==> config.mk <==
export PLATFORM = sky130hd
export DESIGN_NAME = button_event_flat
export DESIGN_NICKNAME = d
export VERILOG_FILES = /design/src/rtl/button_event_if.sv /design/src/rtl/button_event.sv /design/src/flat_wrapper.sv
export SDC_FILE = /design/constraint.sdc
export NUM_CORES = 1
export LEC_CHECK = 0
export CAP_MARGIN = 20
export CORE_MARGIN = 2
export CORE_UTILIZATION = 40
export DETAILED_ROUTE_END_ITERATION = 10
export GPL_ROUTABILITY_DRIVEN = 0
export PLACE_DENSITY = 0.59
export SYNTH_ARGS = -nofsm -noshare
export SYNTH_HDL_FRONTEND = slang
export SYNTH_SLANG_ARGS = --single-unit
==> constraint.sdc <==
create_clock -name clk -period 2.38 [get_ports clk]
set_input_delay 0.238 -clock clk [delete_from_list [all_inputs] [get_ports clk]]
set_output_delay 0.238 -clock clk [all_outputs]
set_load 0.01 [all_outputs]
==> src/rtl/button_event_if.sv <==
// ---------------------------------------------------------------------------
// button_event_if
// Bundles the debounced level input of one button with the event outputs that
// button_event derives from it.
//   level          debounced button level, 1 = pressed
//   press_pulse    one-cycle pulse on press
//   short_pulse    one-cycle pulse on release before the long-press point
//   long_pulse     one-cycle pulse when the hold reaches the long-press point
//   repeat_pulse   one-cycle auto-repeat pulse while held past long press
//   release_pulse  one-cycle pulse on any release
//   held           registered copy of level
// master: the environment side (drives level, consumes events).
// slave : the button_event side (consumes level, drives events).
// ---------------------------------------------------------------------------
interface button_event_if;
    logic level;
    logic press_pulse;
    logic short_pulse;
    logic long_pulse;
    logic repeat_pulse;
    logic release_pulse;
    logic held;

    modport master (
        output level,
        input  press_pulse,
        input  short_pulse,
        input  long_pulse,
        input  repeat_pulse,
        input  release_pulse,
        input  held
    );

    modport slave (
        input  level,
        output press_pulse,
        output short_pulse,
        output long_pulse,
        output repeat_pulse,
        output release_pulse,
        output held
    );
endinterface

==> src/rtl/button_event.sv <==
// ---------------------------------------------------------------------------
// button_event
// Turns one debounced button level into single-cycle UI events: press,
// short release, long press, auto-repeat and release. All outputs are
// registered.
// Parameters:
//   LONG_CYCLES    hold length (cycles) that counts as a long press, >= 2
//   REPEAT_CYCLES  spacing of auto-repeat pulses after long press, >= 1
//   REPEAT_EN      1 = emit auto-repeat pulses while held past long press
//   CNT_W          hold-counter width, 2^CNT_W > max(LONG, REPEAT)
// Ports:
//   clk  system clock, rising edge
//   rst  asynchronous active-high reset
//   bus  button_event_if slave side (level in, events and held out)
// ---------------------------------------------------------------------------
module button_event #(
    parameter int LONG_CYCLES   = 2000,
    parameter int REPEAT_CYCLES = 250,
    parameter bit REPEAT_EN     = 1'b1,
    parameter int CNT_W         = 16
) (
    input  logic            clk,
    input  logic            rst,
    button_event_if.slave   bus
);

    typedef enum logic [1:0] {
        ST_IDLE    = 2'd0,
        ST_PRESSED = 2'd1,
        ST_LONG    = 2'd2
    } state_t;

    localparam logic [CNT_W-1:0] CNT_ZERO    = {CNT_W{1'b0}};
    localparam logic [CNT_W-1:0] CNT_ONE     = {{(CNT_W-1){1'b0}}, 1'b1};
    localparam logic [CNT_W-1:0] LONG_LAST   = CNT_W'(LONG_CYCLES - 1);
    localparam logic [CNT_W-1:0] REPEAT_LAST = CNT_W'(REPEAT_CYCLES - 1);

    state_t           state_r;
    state_t           state_nxt_s;
    logic [CNT_W-1:0] cnt_r;
    logic [CNT_W-1:0] cnt_nxt_s;
    logic             level_q_r;

    logic             press_r,   press_nxt_s;
    logic             short_r,   short_nxt_s;
    logic             long_r,    long_nxt_s;
    logic             repeat_r,  repeat_nxt_s;
    logic             release_r, release_nxt_s;

    logic             rise_s;
    logic             fall_s;

    // Edge detect against the previous sampled level.
    always_comb begin
        rise_s = bus.level & ~level_q_r;
        fall_s = ~bus.level & level_q_r;
    end

    // Next-state, hold counter and event decode. A release on the same edge
    // as the long/repeat point wins, so no long/repeat pulse is emitted then.
    always_comb begin
        state_nxt_s   = state_r;
        cnt_nxt_s     = cnt_r;
        press_nxt_s   = 1'b0;
        short_nxt_s   = 1'b0;
        long_nxt_s    = 1'b0;
        repeat_nxt_s  = 1'b0;
        release_nxt_s = 1'b0;
        case (state_r)
            ST_IDLE: begin
                if (rise_s) begin
                    state_nxt_s = ST_PRESSED;
                    cnt_nxt_s   = CNT_ONE;
                    press_nxt_s = 1'b1;
                end else begin
                    cnt_nxt_s   = CNT_ZERO;
                end
            end
            ST_PRESSED: begin
                if (fall_s) begin
                    state_nxt_s   = ST_IDLE;
                    short_nxt_s   = 1'b1;
                    release_nxt_s = 1'b1;
                    cnt_nxt_s     = CNT_ZERO;
                end else if (cnt_r == LONG_LAST) begin
                    state_nxt_s   = ST_LONG;
                    long_nxt_s    = 1'b1;
                    cnt_nxt_s     = CNT_ZERO;
                end else begin
                    cnt_nxt_s     = cnt_r + CNT_ONE;
                end
            end
            ST_LONG: begin
                if (fall_s) begin
                    state_nxt_s   = ST_IDLE;
                    release_nxt_s = 1'b1;
                    cnt_nxt_s     = CNT_ZERO;
                end else if (REPEAT_EN && (cnt_r == REPEAT_LAST)) begin
                    repeat_nxt_s  = 1'b1;
                    cnt_nxt_s     = CNT_ZERO;
                end else if (REPEAT_EN) begin
                    cnt_nxt_s     = cnt_r + CNT_ONE;
                end else begin
                    // Without auto-repeat the counter has nothing to time.
                    cnt_nxt_s     = CNT_ZERO;
                end
            end
            default: begin
                state_nxt_s = ST_IDLE;
                cnt_nxt_s   = CNT_ZERO;
            end
        endcase
    end

    // State, counter, level history and registered event outputs.
    always_ff @(posedge clk or posedge rst) begin
        if (rst) begin
            state_r   <= ST_IDLE;
            cnt_r     <= CNT_ZERO;
            level_q_r <= 1'b0;
            press_r   <= 1'b0;
            short_r   <= 1'b0;
            long_r    <= 1'b0;
            repeat_r  <= 1'b0;
            release_r <= 1'b0;
        end else begin
            state_r   <= state_nxt_s;
            cnt_r     <= cnt_nxt_s;
            level_q_r <= bus.level;
            press_r   <= press_nxt_s;
            short_r   <= short_nxt_s;
            long_r    <= long_nxt_s;
            repeat_r  <= repeat_nxt_s;
            release_r <= release_nxt_s;
        end
    end

    assign bus.press_pulse   = press_r;
    assign bus.short_pulse   = short_r;
    assign bus.long_pulse    = long_r;
    assign bus.repeat_pulse  = repeat_r;
    assign bus.release_pulse = release_r;
    assign bus.held          = level_q_r;

endmodule

==> src/flat_wrapper.sv <==
// flat-port wrapper written by rule: the top's interface ports become plain ports
module button_event_flat 
#(
    parameter int LONG_CYCLES   = 2000,
    parameter int REPEAT_CYCLES = 250,
    parameter bit REPEAT_EN     = 1'b1,
    parameter int CNT_W         = 16
)
  (clk, rst, bus_level, bus_press_pulse, bus_short_pulse, bus_long_pulse, bus_repeat_pulse, bus_release_pulse, bus_held);
  button_event_if bus_i ();
  input  logic clk;
  input  logic rst;
  input wire logic [$bits(bus_i.level)-1:0] bus_level;
  output wire logic [$bits(bus_i.press_pulse)-1:0] bus_press_pulse;
  output wire logic [$bits(bus_i.short_pulse)-1:0] bus_short_pulse;
  output wire logic [$bits(bus_i.long_pulse)-1:0] bus_long_pulse;
  output wire logic [$bits(bus_i.repeat_pulse)-1:0] bus_repeat_pulse;
  output wire logic [$bits(bus_i.release_pulse)-1:0] bus_release_pulse;
  output wire logic [$bits(bus_i.held)-1:0] bus_held;
  assign bus_i.level = bus_level;
  assign bus_press_pulse = bus_i.press_pulse;
  assign bus_short_pulse = bus_i.short_pulse;
  assign bus_long_pulse = bus_i.long_pulse;
  assign bus_repeat_pulse = bus_i.repeat_pulse;
  assign bus_release_pulse = bus_i.release_pulse;
  assign bus_held = bus_i.held;
  button_event #(.LONG_CYCLES(LONG_CYCLES), .REPEAT_CYCLES(REPEAT_CYCLES), .REPEAT_EN(REPEAT_EN), .CNT_W(CNT_W)) u_core (.clk(clk), .rst(rst), .bus(bus_i));
endmodule
## Word-level counts from Yosys, hierarchy flattened

Cells that the tools add are included.

| storage, ports and cells | value |
|---|---|
| bits of input ports | 3 |
| output and inout bits | 6 |
| register bits after elaboration | 24 |

| operators by class | value |
|---|---|
| reduce and logical (&&, ||, !) cells | 3 |
| bitwise logic cells | 4 |
| muxes and demuxes | 22 |
| equal/unequal tests | 7 |
| $add $sub $neg | 1 |

Operators by type and width:

| cell | number |
|---|---|
| two-way mux 16 bit | 4 |
| case mux 16 bit (3 select lines) | 1 |
| adder 16 x 1 -> 16 bit, second input constant | 1 |
| equality test 16 x 11 -> 1 bit, second input constant | 1 |
| equality test 16 x 8 -> 1 bit, second input constant | 1 |
| two-way mux 1 bit | 12 |
| two-way mux 2 bit | 4 |
| case mux 2 bit (3 select lines) | 1 |
| inequality test 2 x 1 -> 1 bit, second input constant | 2 |
| inequality test 3 x 1 -> 1 bit, second input constant | 1 |
| AND reduction 3 bit | 1 |
| AND 1 bit | 2 |
| equality test 2 x 1 -> 1 bit, second input constant | 1 |
| equality test 2 bit, second input constant | 1 |
| logical NOT 2 bit | 1 |
| NOT 1 bit | 2 |
| OR reduction 2 bit | 1 |

## Logic depth before layout (Yosys ltp)

| depth | value |
|---|---|
| depth in word-level cells | 4 |
| gate-level depth with buffers | 7 |
| mapped depth without buffers | 7 |

## Worst setup path after synthesis

No wires, ideal clock.

| timing | value |
|---|---|
| path type | reg-to-reg |
| start | reg u_core.cnt_r[11] |
| end | reg u_core.cnt_r[10] |
| data required time | 2.243 ns |
| library setup time | 0.137 ns |
| data arrival time | 1.553 ns |
| cell stages (with the launch flop) | 6 |
| period minus slack after synthesis | 1.690 ns |
| path slack | 0.690 ns |
| cells stage by stage | dfrtp_1 > or4_1 > nor2_1 > a31o_2 > buf_6 > a21oi_1 |

| between the ends | value |
|---|---|
| word-level cells in the longest chain between the ends | 4 |
| elaborated cells between the ends (all ways) | 7 |

Ends and longest elaborated chain:

| item | RTL line | RTL |
|---|---|---|
| from (decl) | button_event.sv:40 | `logic [CNT_W-1:0] cnt_r;` |
| from (signal assigned) | button_event.sv:128 | `cnt_r <= cnt_nxt_s;` |
| equality test 16 x 8 -> 1 bit / equality test 16 x 11 -> 1 bit (equally long branches) | button_event.sv:98, button_event.sv:85 |  |
| two-way mux 16 bit, on equally long branches | button_event.sv:98, button_event.sv:85 |  |
| two-way mux 16 bit, on equally long branches | button_event.sv:94, button_event.sv:80 |  |
| case mux 16 bit (3 select lines) * | button_event.sv:69 | `case (state_r)` |
| named net u_core.cnt_nxt_s[10] | button_event.sv:41 | `logic [CNT_W-1:0] cnt_nxt_s;` |

The timed path passes the listed nets; every way through them passes the cells marked *.
A chain may end at the register's enable or synchronous reset.

## Final worst setup path

| timing | value |
|---|---|
| start | reg u_core.cnt_r[12] |
| end | reg u_core.cnt_r[12] |

| between the ends | value |
|---|---|
| word-level cells in the longest chain between the ends | 4 |
| elaborated cells between the ends (all ways) | 8 |

Ends and longest elaborated chain:

| item | RTL line |
|---|---|
| adder 16 x 1 -> 16 bit, or another cell as far along | button_event.sv:90, button_event.sv:102 |
| two-way mux 16 bit, on equally long branches | button_event.sv:98, button_event.sv:85 |
| two-way mux 16 bit, on equally long branches | button_event.sv:94, button_event.sv:80 |
| case mux 16 bit (3 select lines) * | button_event.sv:69 |
| named net u_core.cnt_nxt_s[12] | button_event.sv:41 |

Marked as above.

==> metrics <==
highest clock rate=0.527 GHz; minimum clock period=1900 ps; DP HPWL=1.93 mm; number of diodes=0; cell count after synthesis=134; Die X=61.5 um; worst-margin pin slew=596 ps; CP required=2560 ps; crit path max fanout=15; post-layout util=47.9%; CTS tree=built; synth top area cells=dfrtp_1, xnor2_1, a21oi_1; Chip Height=61.5 um; gr usage total=15.8%; dpl cells=185; 1st-iter DRT viols=19; R2R cell count=4; Syn Std Cell Area=0.00132 mm^2; max-cap check violation count=0; Final Hold Fails=0; Initial Util=42.6%; Slew Limit Fails=0; Yosys cell types=41; hold slack=248 ps; critical path class=flip-flop to flip-flop; RSZ-0062 raised after global routing=no; root buf cell=clkbuf_4; H-tree depth=1; via count=1,016; period utilisation layout=79.7%; Finished Layout Cells=189; PD cells=622 mW/mm^2; asr flop ratio synth=100%; Syn Area/Cell=9.87 um^2; static leakage=0.597 nW; area growth from synthesis to layout=12.4%; TNS Setup=0 ps; delay-heaviest family, CP=simple AND/OR/NAND/NOR gates; sequential share of the synthesized area=45.4%; Worst IR Drop VDD=0.291 mV; worst skew pair latency=320 ps; leading cell type in the layout, fill and taps excluded=dfrtp_1; most frequent cells in the layout=dfrtp_1, a21oi_1, inv_1, xnor2_1, nor2_1; Syn Nets=143; die area=0.00378 mm^2; CP Capture Type=flip-flop; row count=20; Worst path depth=4; clock-pin slew on the worst setup and hold paths=130 ps; max_slew headroom=60.2%; CP cell instances=or4_1 -> nor2_1 -> a31o_2 -> a22oi_1; Clock Sinks=24; outcome=complete, no violations; io pins=9; post-CTS sizing=0; number of synthesized register bits=24; biggest area consumer among synthesized cells=dfrtp_1; EDFF count, synth=0; Longest Clk Path Bufs=2; share of layout cells above drive strength 1=9.66%; worst hold path class=input pin to asynchronous set/reset pin; startpoint types=flip-flop; Final Skew=2.60 ps; Crit path largest cell delay=550 ps; Avg WL per Cell=13.6 um; arrival time worst endpoint=2080 ps; vias per std cell=5.38; Synth Flop Type=dfrtp_1; Slowest cell on crit path=or4_1; first-pass GRT wire length=4.35 mm; nets@finish=155; Core Box Area=0.00310 mm^2; initial antenna violation count=0; Buffers on Ports=8; Detailed Route WL=2.57 mm; setup bufs post-CTS=0; 1st-pass router iterations=6; Routed Antenna Nets=0; yosys warns=0; DR DRC count=0; Hold-fix buffers, CTS=0; CTS Buf Count=3; worst path bufs/invs=0; Synth top area share=45.4%; largest net degree at the start of global routing=25; vias in the first global route=961; grt ovf=0; final number of setup-violating endpoints=0
## path summary, 6_finish.rpt
path,from,endpoint,slack (ps)
worst max-delay path,u_core.cnt_r[12]$_DFF_PP0_,u_core.cnt_r[12]$_DFF_PP0_,480
worst min-delay path,rst,u_core.bus.short_pulse$_DFF_PP0_,250
worst max register to register,u_core.cnt_r[12]$_DFF_PP0_,u_core.cnt_r[12]$_DFF_PP0_,480
worst min register to register,u_core.cnt_r[0]$_DFF_PP0_,u_core.cnt_r[0]$_DFF_PP0_,600
max in group asynchronous,rst,u_core.cnt_r[12]$_DFF_PP0_,1900
min in group clk,bus_level,u_core.bus.held$_DFF_PP0_,440
## state kept, by name (all words and copies together), names as in the netlist
| register | flops |
|---|---|
| u_core.cnt_r | 16 |
| u_core.bus.release_pulse | 1 |
| u_core.bus.held | 1 |
| u_core.bus.short_pulse | 1 |
| u_core.bus.repeat_pulse | 1 |
| u_core.bus.press_pulse | 1 |
| u_core.state_r | 2 |
| u_core.bus.long_pulse | 1 |
## cell type report
type | instances | area, um^2
well taps | 44 | 55.1
repair buffers | 9 | 87.6
flip-flops and latches | 24 | 601
clock buffers | 4 | 36.3
inverters | 10 | 37.5
fillers | 315 | 1620
multi-input cells | 98 | 669
## synthesized netlist by cell type, types with 2 or more instances
cell,number
a21oi_1,15
a22oi_1,2
a31o_2,2
and2_1,3
dfrtp_1,24
ha_1,6
inv_1,10
nand2_1,5
nand2b_1,2
nand3_1,8
nand4_1,2
nor2_1,9
nor3_1,6
nor4_1,3
nor4b_1,2
xnor2_1,10
## logic make-up after synthesis
family	after synthesis	synth area share, %
simple gates	53	23.9
compound gates	28	13.7
buf+inv	12	3.97
xor+xnor	11	7.28
flops	24	45.4
fa+ha+maj	6	5.68
## layer usage
layer | routed length [um] | part of all wire, % | global-route usage, %
met1 | 1210 | 47 | 21.7
met2 | 1210 | 47 | 24.4
met3 | 106 | 4.1 | 2.52
met4 | 44 | 1.7 | 7.29
met5 | 0 | 0 | 0
## worst min-delay path: stages
cell             delay [ps]
clkdlybuf4s50_1         390
inv_1                    50
buf_4                   290
## stage by stage
step / total power, W / cell area [um^2] / setup slack (ps)
2_1_floorplan: 0.000660 / 1320 / 690
3_3_place_gp: 0.000714 / 1450 / 516
3_5_place_dp: 0.000716 / 1450 / 495
4_1_cts: 0.000934 / 1490 / 468
5_1_grt: 0.000991 / 1490 / 294
6_report: 0.000925 / 1490 / 484
## power by group
part           leakage [nW]  switching (W)  total (W)  internal, W
Clock                0.0210       0.000123   0.000216    0.0000936
Combinational         0.248       0.000133   0.000235     0.000103
Sequential            0.328      0.0000324   0.000473     0.000441
Total                 0.597       0.000288   0.000925     0.000637
Note: power is estimated with default switching activity, not from simulation.
